**src/rtl/arith_op_sequencer.sv**
```systemverilog
// rtl/arith_op_sequencer.sv - operand entry and operation launch controller for the arithmetic front panel
//
// Debounces N_OPS operation buttons. The first press captures operand A and
// selects the operation. Pressing the same button again captures operand B and
// launches the external arithmetic unit. The result is then held on the LEDs.
//
// Ports:
//   clk, rst   system clock, synchronous active-high reset
//   sw         operand switches, sampled on capture; shown on leds while idle
//   btn        raw asynchronous operation buttons
//   op_sel     one-hot selected operation
//   op_a/op_b  captured operands
//   op_start   one-cycle launch pulse, high in the first BUSY cycle
//   op_done    completion from the arithmetic unit, sampled only in BUSY
//   op_result  result from the arithmetic unit, valid with op_done
//   leds       registered display value
//   phase      state: 0 IDLE, 1 WAIT_B, 2 BUSY, 3 SHOW
//   err        sticky timeout flag, cleared on the next A capture
module arith_op_sequencer #(
    parameter int WIDTH           = 16,
    parameter int N_OPS           = 4,
    parameter int DEBOUNCE_CYCLES = 500000,
    parameter int TIMEOUT_CYCLES  = 1024
) (
    input  logic             clk,
    input  logic             rst,
    input  logic [WIDTH-1:0] sw,
    input  logic [N_OPS-1:0] btn,
    output logic [N_OPS-1:0] op_sel,
    output logic [WIDTH-1:0] op_a,
    output logic [WIDTH-1:0] op_b,
    output logic             op_start,
    input  logic             op_done,
    input  logic [WIDTH-1:0] op_result,
    output logic [WIDTH-1:0] leds,
    output logic [1:0]       phase,
    output logic             err
);

    localparam int CW = (DEBOUNCE_CYCLES > 2) ? $clog2(DEBOUNCE_CYCLES) : 1;
    localparam int TW = (TIMEOUT_CYCLES > 2) ? $clog2(TIMEOUT_CYCLES) : 1;

    typedef enum logic [1:0] {
        IDLE   = 2'd0,
        WAIT_B = 2'd1,
        BUSY   = 2'd2,
        SHOW   = 2'd3
    } state_t;

    state_t state;

    logic [N_OPS-1:0] btn_s1;
    logic [N_OPS-1:0] btn_s2;
    logic [N_OPS-1:0] stable;
    logic [N_OPS-1:0] pulse;
    logic [CW-1:0]    db_cnt [N_OPS];

    logic [N_OPS-1:0] pick;
    logic             hit;
    logic [TW-1:0]    tcnt;
    logic [WIDTH-1:0] result;

    // Two-flop synchroniser followed by a per-button stability filter.
    // The counter only runs while the synced level disagrees with the
    // accepted level, so any glitch shorter than the window restarts it.
    always_ff @(posedge clk) begin
        if (rst) begin
            btn_s1 <= '0;
            btn_s2 <= '0;
            stable <= '0;
            pulse  <= '0;
            for (int i = 0; i < N_OPS; i++) begin
                db_cnt[i] <= '0;
            end
        end else begin
            btn_s1 <= btn;
            btn_s2 <= btn_s1;
            for (int i = 0; i < N_OPS; i++) begin
                pulse[i] <= 1'b0;
                if (btn_s2[i] != stable[i]) begin
                    if (db_cnt[i] == CW'(DEBOUNCE_CYCLES - 1)) begin
                        stable[i] <= btn_s2[i];
                        db_cnt[i] <= '0;
                        // Only presses produce an event; releases are silent.
                        pulse[i]  <= btn_s2[i];
                    end else begin
                        db_cnt[i] <= db_cnt[i] + CW'(1);
                    end
                end else begin
                    db_cnt[i] <= '0;
                end
            end
        end
    end

    // Lowest-index pulse wins; the losers are simply dropped.
    always_comb begin
        pick = '0;
        hit  = 1'b0;
        for (int i = N_OPS - 1; i >= 0; i--) begin
            if (pulse[i]) begin
                pick    = '0;
                pick[i] = 1'b1;
                hit     = 1'b1;
            end
        end
    end

    always_ff @(posedge clk) begin
        if (rst) begin
            state    <= IDLE;
            op_sel   <= '0;
            op_a     <= '0;
            op_b     <= '0;
            op_start <= 1'b0;
            leds     <= '0;
            err      <= 1'b0;
            tcnt     <= '0;
            result   <= '0;
        end else begin
            op_start <= 1'b0;
            case (state)
                IDLE, SHOW: begin
                    leds <= (state == IDLE) ? sw : result;
                    if (hit) begin
                        op_a   <= sw;
                        op_sel <= pick;
                        err    <= 1'b0;
                        state  <= WAIT_B;
                    end
                end
                WAIT_B: begin
                    leds <= op_a;
                    if (hit) begin
                        if (pick == op_sel) begin
                            op_b     <= sw;
                            tcnt     <= '0;
                            op_start <= 1'b1;
                            state    <= BUSY;
                        end else begin
                            op_sel <= pick;
                        end
                    end
                end
                BUSY: begin
                    // op_done is checked before the timeout so a completion
                    // on the final allowed cycle is still accepted cleanly.
                    if (op_done) begin
                        result <= op_result;
                        state  <= SHOW;
                    end else if (tcnt == TW'(TIMEOUT_CYCLES - 1)) begin
                        err    <= 1'b1;
                        result <= '0;
                        state  <= SHOW;
                    end else begin
                        tcnt <= tcnt + TW'(1);
                    end
                end
                default: state <= IDLE;
            endcase
        end
    end

    assign phase = state;

endmodule
```
**config.mk**
```make
export PLATFORM = sky130hd
export DESIGN_NAME = arith_op_sequencer
export DESIGN_NICKNAME = d
export VERILOG_FILES = /design/src/rtl/arith_op_sequencer.sv
export SDC_FILE = /design/constraint.sdc
export NUM_CORES = 1
export LEC_CHECK = 0
export CORE_MARGIN = 5
export CORE_UTILIZATION = 61
export DETAILED_ROUTE_END_ITERATION = 12
export GPL_TIMING_DRIVEN = 0
export PLACE_DENSITY = 0.86
export SLEW_MARGIN = 20
export SYNTH_ARGS = -nofsm -noshare
export SYNTH_HDL_FRONTEND = slang
export SYNTH_SLANG_ARGS = --single-unit
```
**constraint.sdc**
```tcl
create_clock -name clk -period 6.25 [get_ports clk]
set_input_delay 1.25 -clock clk [delete_from_list [all_inputs] [get_ports clk]]
set_output_delay 1.25 -clock clk [all_outputs]
set_load 0.02 [all_outputs]
```
Yosys cells after proc, flatten, opt, wreduce, memory -nomap -nowiden
Memories as Yosys holds them, arrays and structs flattened.
Cells that the tools add are included.
{ "op_classes": {"n_addsub": 5, "n_mul": 0, "div": 0, "magnitude_cmp": 0, "n_eq_ne": 21, "n_shift": 0, "n_mux": 90, "bitwise": 22, "n_reduce_logical": 22} }
{ "op_table": {"columns": ["operator", "count"], "rows": [
  ["2-to-1 mux 19 bit", 12],
  ["adder 19 x 1 -> 19 bit (second input constant)", 4],
  ["equality test 19 bit (second input constant)", 4],
  ["2-to-1 mux 1 bit", 54],
  ["2-to-1 mux 16 bit", 3],
  ["2-to-1 mux 10 bit", 4],
  ["one-hot mux 16 bit (2 select lines)", 1],
  ["2-to-1 mux 4 bit", 7],
  ["one-hot mux 10 bit (2 select lines)", 1],
  ["OR reduction 3 bit", 5],
  ["inequality test 2 bit (second input constant)", 7],
  ["OR 1 bit", 12],
  ["AND reduction 2 bit", 6],
  ["AND reduction 4 bit", 3],
  ["adder 10 x 1 -> 10 bit (second input constant)", 1],
  ["equality test 10 bit (second input constant)", 1],
  ["2-to-1 mux 2 bit", 5],
  ["NOT 1 bit", 10],
  ["one-hot mux 4 bit (2 select lines)", 1],
  ["nonzero test 2 bit", 4],
  ["one-hot mux 2 bit (3 select lines)", 1],
  ["AND reduction 5 bit", 1],
  ["equality test 2 bit (second input constant)", 2],
  ["equality test 4 bit", 1],
  ["7 further kinds", 10]
]} }
{ "word_totals": {"register_bits": 98, "latch_bits": 0, "mem_bits_rw": 76, "romBits": 0, "inputBits": 39, "elab_cells": 180, "memories": 1} }
{ "memory_table": {"columns": ["name", "words", "word_bits", "rd", "rd_ports_with_merged_regs", "wr", "line_no", "source"], "rows": [
  ["db_cnt", 4, 19, 4, 0, 4, "56", "logic [CW-1:0] db_cnt [N_OPS];"]
]} }

Depth between registers and ports, before layout
{ "logic_depth": {"ltp_word": 8, "mapped_depth": 9} }

Worst setup path before layout
Ideal clock, no wire load.
{ "synth_timing": {"kind": "reg2reg", "from": "register op_sel[0]", "to": "register tcnt[4]", "arrival_time_ps": 2276, "setup_slack_ps": 3900, "stages_incl_launch_ff": 8, "n_path_buf": 2, "cell_sequence": "dfxtp_1 or4bb_2 o221a_1 buf_6 o21a_1 buf_6 or4_1 a31oi_1"} }
{ "synth_via": {"elab_chain_len": 3} }
{ "synth_rtl": {"columns": ["element", "line_no", "source"], "rows": [
  ["start: declaration", "29", "output logic [N_OPS-1:0] op_sel,"],
  ["start signal: assignment", "127", "op_sel <= pick;"],
  ["start signal: assignment", "141", "op_sel <= pick;"],
  ["equality test 4 bit", "135", "if (pick == op_sel) begin"],
  ["inequality test 2 bit (no source line)", null, null],
  ["AND reduction 5 bit (no source line)", null, null],
  ["end signal: assignment", "156", "tcnt <= tcnt + TW'(1);"],
  ["end: declaration", "60", "logic [TW-1:0] tcnt;"]
]} }
Every way passes these cells.
A chain may end at the register's enable or synchronous reset.

Worst setup path in the final report
{ "layout_timing": {"from": "input port op_done", "to": "register result[9]"} }
{ "layout_via": {"elab_chain_len": 2} }
{ "layout_rtl": {"columns": ["element", "line_no", "source"], "rows": [
  ["start: declaration", "33", "input logic op_done,"],
  ["nonzero test 2 bit (no source line)", null, null],
  ["AND reduction 2 bit (no source line)", null, null],
  ["end signal: assignment", "149", "result <= op_result;"],
  ["end: declaration", "61", "logic [WIDTH-1:0] result;"]
]} }
Several ways; a longest one is shown, not always the timed one.

==> flow_summary.toml <==
[outcome]
outcome = "finished, final reports clean"

[floorplanning]
die_w_um = 127
die_area_um2 = 16100
io_pins = 95
start_util_pct = 62.5
rows = 42
coreArea_um2 = 13300
die_h_um = 127

[setup_path]
worstPathCellList = "clkdlybuf4s50_1 -> inv_1 -> o31ai_1 -> nand2_1 -> clkbuf_1 -> a22oi_1 -> nor2_1"
crit_path_end_kind = "register"
crit_slowest_cell = "clkdlybuf4s50_1"
crit_fanout = 10
rrSetupSlack_ps = 3450
path_class = "in2reg"
critPathLaunchType = "input port"
required_ps = 6550
max_stage_delay_ps = 540
cp.arrival_ps = 3200

[cells_and_area]
layout_commonest_cell = "nor2_1"
antennaDiodeCount = 0
fin_area_um2 = 10300
drive_above_1_share_pct = 4.06
fin_util_pct = 77.8
layout.nets = 1096
final_cell_mix = "156 x nor2_1, 98 x dfxtp_1, 94 x clkdlybuf4s50_1"
fillers = 885
area_delta_synth_final_pct = 24.4

[timing]
hold_violations = 0
grt_setup_unrepaired = "no"
fmax_mhz = 346
setup_viol = 0
whs_ps = 439
slew_headroom_pct = 39.9
skew_ps = 9.91
fin_crit_sh_pct = 46.3
tns_ps = 0
period_needed_ps = 2890
slew_viol_final = 0
worst_pin_slew_ps = 893

[global_routing]
grt_use_total_pct = 24.4
grt_pass1_wl_um = 32000
antenna_found_initial = 0
grt_max_degree = 17
grt.overflow.total = 0
grt_pass1_vias = 6773

[logic_synthesis]
synth_top_flop_cell = "dfxtp_1"
seq_area_frac_synth_pct = 51.1
syn_inst = 859
syn_avg_cell_area_um2 = 9.67
synth-seq-cells = 174
synth-edff-count = 76
yosysWarnings = 0
yosysTopAreaCell = "edfxtp_1"
synthArstFlopShare_pct = 0
synth_area_um2 = 8310
synth.distinct_cells = 54
synth_area_leaders = "edfxtp_1 27%, dfxtp_1 24%, nor2_1 7.0%, mux2i_1 6.6%, xor2_1 4.3%"
synth_top_area_share_pct = 27.5

[cts]
ctsResizeCount = 0
path_clk_slew_ps = 70
cts_max_level = 4
clock_sinks = 174
cts_tree = "yes"
post_cts_buffers = 0
cts_buffers = 17
cts_max_path_buffers = 2
cts_root_buf = "clkbuf_16"
clock_latency_ps = 430
hold_buffers = 0

[power]
pwr_density_cell_nw_per_um2 = 259
p_leak_nw = 3.67
ir_worst_vdd_uv = 205
total_power_mw = 2.68

[min_path]
worstHoldPathType = "reg2reg"

[detailed_routing]
routed_wl_um = 18900
vias = 6764
antenna_left = 0
viasPerCell = 5.47
drc = 0
drt_iter0_drc = 467
wl_per_cell_um = 15.3
firstDrtPassIters = 5

[run]
maxCapViolCount = 0

[placed_design]
dpl-instance-area_um2 = 9750
hpwl_um = 13800
gp_congestion = 0.857
port_buffers = 94
[final cells by class]
cell class	instances	area [um2]	area share [%]
buffer	41	219	2.12
clock buffer	24	513	4.96
clock inverter	8	75.1	0.726
inverter	15	56.3	0.545
multi-input combinational	704	4070	39.4
sequential	174	4240	41.1
tap	176	220	2.13
timing repair buffer	94	941	9.10
[state kept, by name, indices dropped and copies added (netlist names)]
signal and cells:
phase 2, btn_s2 4, db_cnt 76, err 1
leds 16, stable 4, op_start 1, result 16
op_b 16, op_a 16, btn_s1 4, tcnt 10
pulse 4, op_sel 4
[cell families after synthesis]
logic type	Yosys count	synth area share, %
simple gates	384	21.9
compound gates	104	7.59
flops	174	51.1
buf+inv	56	3.31
other cells	1	0.0451
mux	56	6.76
fa+ha+maj	10	1.51
xor+xnor	74	7.80
[worst max-delay path: cells and delay by family]
family,cells,cell delay (ps)
buffers and inverters,3,980
AOI/OAI and AO/OA,2,500
and+or+nand+nor,2,460
[cell usage after synthesis, drive strengths merged (2+ instances only)]
master  instances
ha             10
a21oi          23
nand4          16
nor3           14
nor2b          11
a31oi           8
nand4b          2
or4             5
and3           13
nand3          45
o211ai          5
nor4b          12
or3             3
edfxtp         76
o31a            3
and2            3
a22oi          17
mux2i          55
nand2          75
and4            4
nand2b          8
inv            14
o31ai           3
buf            10
o21ai          38
xnor2          33
nor4           10
clkbuf         30
nor2          157
xor2           41
dfxtp          98
[metal layers]
| metal | part of all wire, % | GRT usage [%] | wire length (um) |
|---|---|---|---|
| met1 | 41 | 29.1 | 7820 |
| met2 | 49 | 40.9 | 9280 |
| met3 | 7.4 | 8.11 | 1400 |
| met4 | 2.2 | 9.72 | 414 |
| met5 | 0 | 0 | 0 |
[metrics by stage]
step / std cells / worst slack (ps)
6_report: 1236 / 3360
5_1_grt: 1236 / 3240
4_1_cts: 1236 / 3380
3_5_place_dp: 1204 / 2920
3_3_place_gp: 1204 / 3000
2_1_floorplan: 934 / 3900
[power by group]
part           total, mW  leakage (nW)  switching, mW  internal, mW
Sequential          1.27          1.58         0.0393          1.24
Combinational      0.358          1.80          0.205         0.153
Clock               1.04         0.296          0.428         0.616
Total               2.68          3.67          0.673          2.00
[path summary, 6_finish.rpt]
path | from | to | depth (start not counted)
worst max-delay path | op_done | result[9] | 7
worst min-delay path | btn_s1[1] | btn_s2[1] | 1
worst max register to register | tcnt[0] | result[9] | 7
worst min register to register | btn_s1[1] | btn_s2[1] | 1
Note: power is estimated with default switching activity, not from simulation.
==> patch (config.mk and constraints unchanged) <==
Set the parameter `DEBOUNCE_CYCLES` to 2000000 (it was 500000).
--- a/src/rtl/arith_op_sequencer.sv
+++ b/src/rtl/arith_op_sequencer.sv
@@ -19,7 +19,7 @@
 module arith_op_sequencer #(
     parameter int WIDTH           = 16,
     parameter int N_OPS           = 4,
-    parameter int DEBOUNCE_CYCLES = 500000,
+    parameter int DEBOUNCE_CYCLES = 2000000,
     parameter int TIMEOUT_CYCLES  = 1024
 ) (
     input  logic             clk,
Check against the original RTL: same outputs for any inputs over 10 cycles, from zero or initial values and one cycle with rst high; that may be too few to reach the edited logic, so the function may still have changed.
==> patch against the original RTL <==
Synthesized cell count increased by 3.5%; final area increased by 4.7%; worst hold slack improved by 0.0036 ns; final cell count increased by 3.3%; register-to-register slack better by 0.45 ns; routed wire length up 9.1%; worst setup slack better by 0.10 ns; first-iteration DRC count increased by 19%; sequential cell count increased by 8; count of clock-buffer cells in the layout down 3; largest power group unchanged; clock power increased by 6%; synthesized area rose by 5.3%; power increased by 4.3%; highest routed layer unchanged.
==> patch: results (changes against the original RTL) <==
The flow ran to the end, and the final reports show no timing, DRC or antenna violations. The tools report the source of the worst register-to-register timing path as phase[0] (was tcnt[0]). The placement-stage worst setup slack is 3.09 ns (was 2.92 ns), and the static leakage is 3.84 nW (was 3.67 nW). The maximum fanout along the worst path was 5 (was 10).

The logs give 0.00928 ns (was 0.00991 ns) for the final clock skew and 0.0720 (was 0.0811) for the met3 capacity usage during global routing. The met1 layer usage reported by global route is 0.314 (was 0.291), and the first-pass GRT wire length is 33100 microns (was 32000 microns). Last weighted congestion value of the routability-driven placer: 0.870 (was 0.857). The tools report the capture endpoint of the worst hold path as btn_s2[0] (was btn_s2[1]). The complex-gate fraction of the synthesized area was 0.0665 (was 0.0759). Mean number of vias per cell: 5.57 (was 5.47). The post-synthesis share of cell area spent on xor and xnor gates was 0.0821 (was 0.0780).

The HPWL after detailed placement was 14200 microns (was 13800 microns). For the DRC violation total after the first TritonRoute iteration, the log shows 558 (was 467). The worst reg2reg path endpoint was op_a[9] (was result[9]). The sequential-cell power consumption is 1.34 mW (was 1.27 mW). For the number of cells produced by synthesis, the log shows 889 (was 859). The sequential area share after synthesis came out at 0.513 (was 0.511).

The proportion of synthesized area in mux cells is 0.0671 (was 0.0676). The number of cells on the worst reg-to-reg path was 6 (was 7); the via total after detailed routing was 7107 (was 6764). The total detailed-routing wirelength came out at 20600 microns (was 18900 microns). The run gives 0.228 mV (was 0.205 mV) as the worst vdd rail ir drop. The count of buffers from port buffering was 93 (was 94); the detailed route wirelength on metal3 was 1470 microns (was 1400 microns). Largest cells by area after synthesis: edfxtp_1 29%, dfxtp_1 22%, nor2_1 7.2%, mux2i_1 6.4%, xnor2_1 6.0% (was edfxtp_1 27%, dfxtp_1 24%, nor2_1 7.0%, mux2i_1 6.6%, xor2_1 4.3%). The run gives 10200 sq um (was 9750 sq um) as the post-detailed-placement cell area. The number of flip-flops in the largest register came out at 84 (was 76). The number of placed cells counting well taps is 1245 (was 1204). The tools report the number of nets in the layout as 1133 (was 1096). Most common library cells after synthesis: 167 x nor2_1, 98 x dfxtp_1, 84 x edfxtp_1 (was 156 x nor2_1, 98 x dfxtp_1, 76 x edfxtp_1). Startpoint of the worst hold path: btn_s1[0] (was btn_s1[1]). The flop-to-flop setup slack is 3.90 ns (was 3.45 ns), and the number of library cell types mapped by synthesis is 59 (was 54).

The wire length on met1 came out at 8740 microns (was 7820 microns). The global-route track usage on met2 is 0.411 (was 0.409), and the count of flip-flops with a built-in enable after synthesis is 84 (was 76). The adder-cell area share of the yosys netlist was 0.0143 (was 0.0151); the overall fraction of global-route tracks in use was 0.248 (was 0.244). The arrival time of data at the critical path endpoint was 1.54 ns (was 3.20 ns); the switching share of power was 0.259 (was 0.251).
patch: cells by family (layout without fill, tap and decap cells):
logic type / count (synthesis) / after routing
fa+ha+maj: 10 / 10
xor+xnor: 82 / 82
mux: 58 / 58
flops: 182 / 182
compound gates: 85 / 85
simple gates: 408 / 408
other cells: 1 / 84
buf+inv: 63 / 188
patch: how the worst max path moves through the flow:
stage	startpoint	end	slack, ns	cells past startpoint
CTS	op_sel[2]	op_sel[2]	3.46	1
global route	op_done	result[13]	3.36	6
floorplan	op_done	tcnt[0]	3.94	4
detailed placement	op_done	result[14]	3.09	6
global placement	op_done	result[10]	3.12	6
finish	op_sel[2]	op_sel[2]	3.46	1
patch: cell type report:
cell class | instances | area, sq um
sequential | 182 | 4480
tap | 180 | 225
clock inverter | 11 | 104
multi-input combinational | 727 | 4290
clock buffer | 21 | 503
fill | 944 | 3170
timing repair buffer | 93 | 931
buffer | 42 | 209
inverter | 21 | 78.8
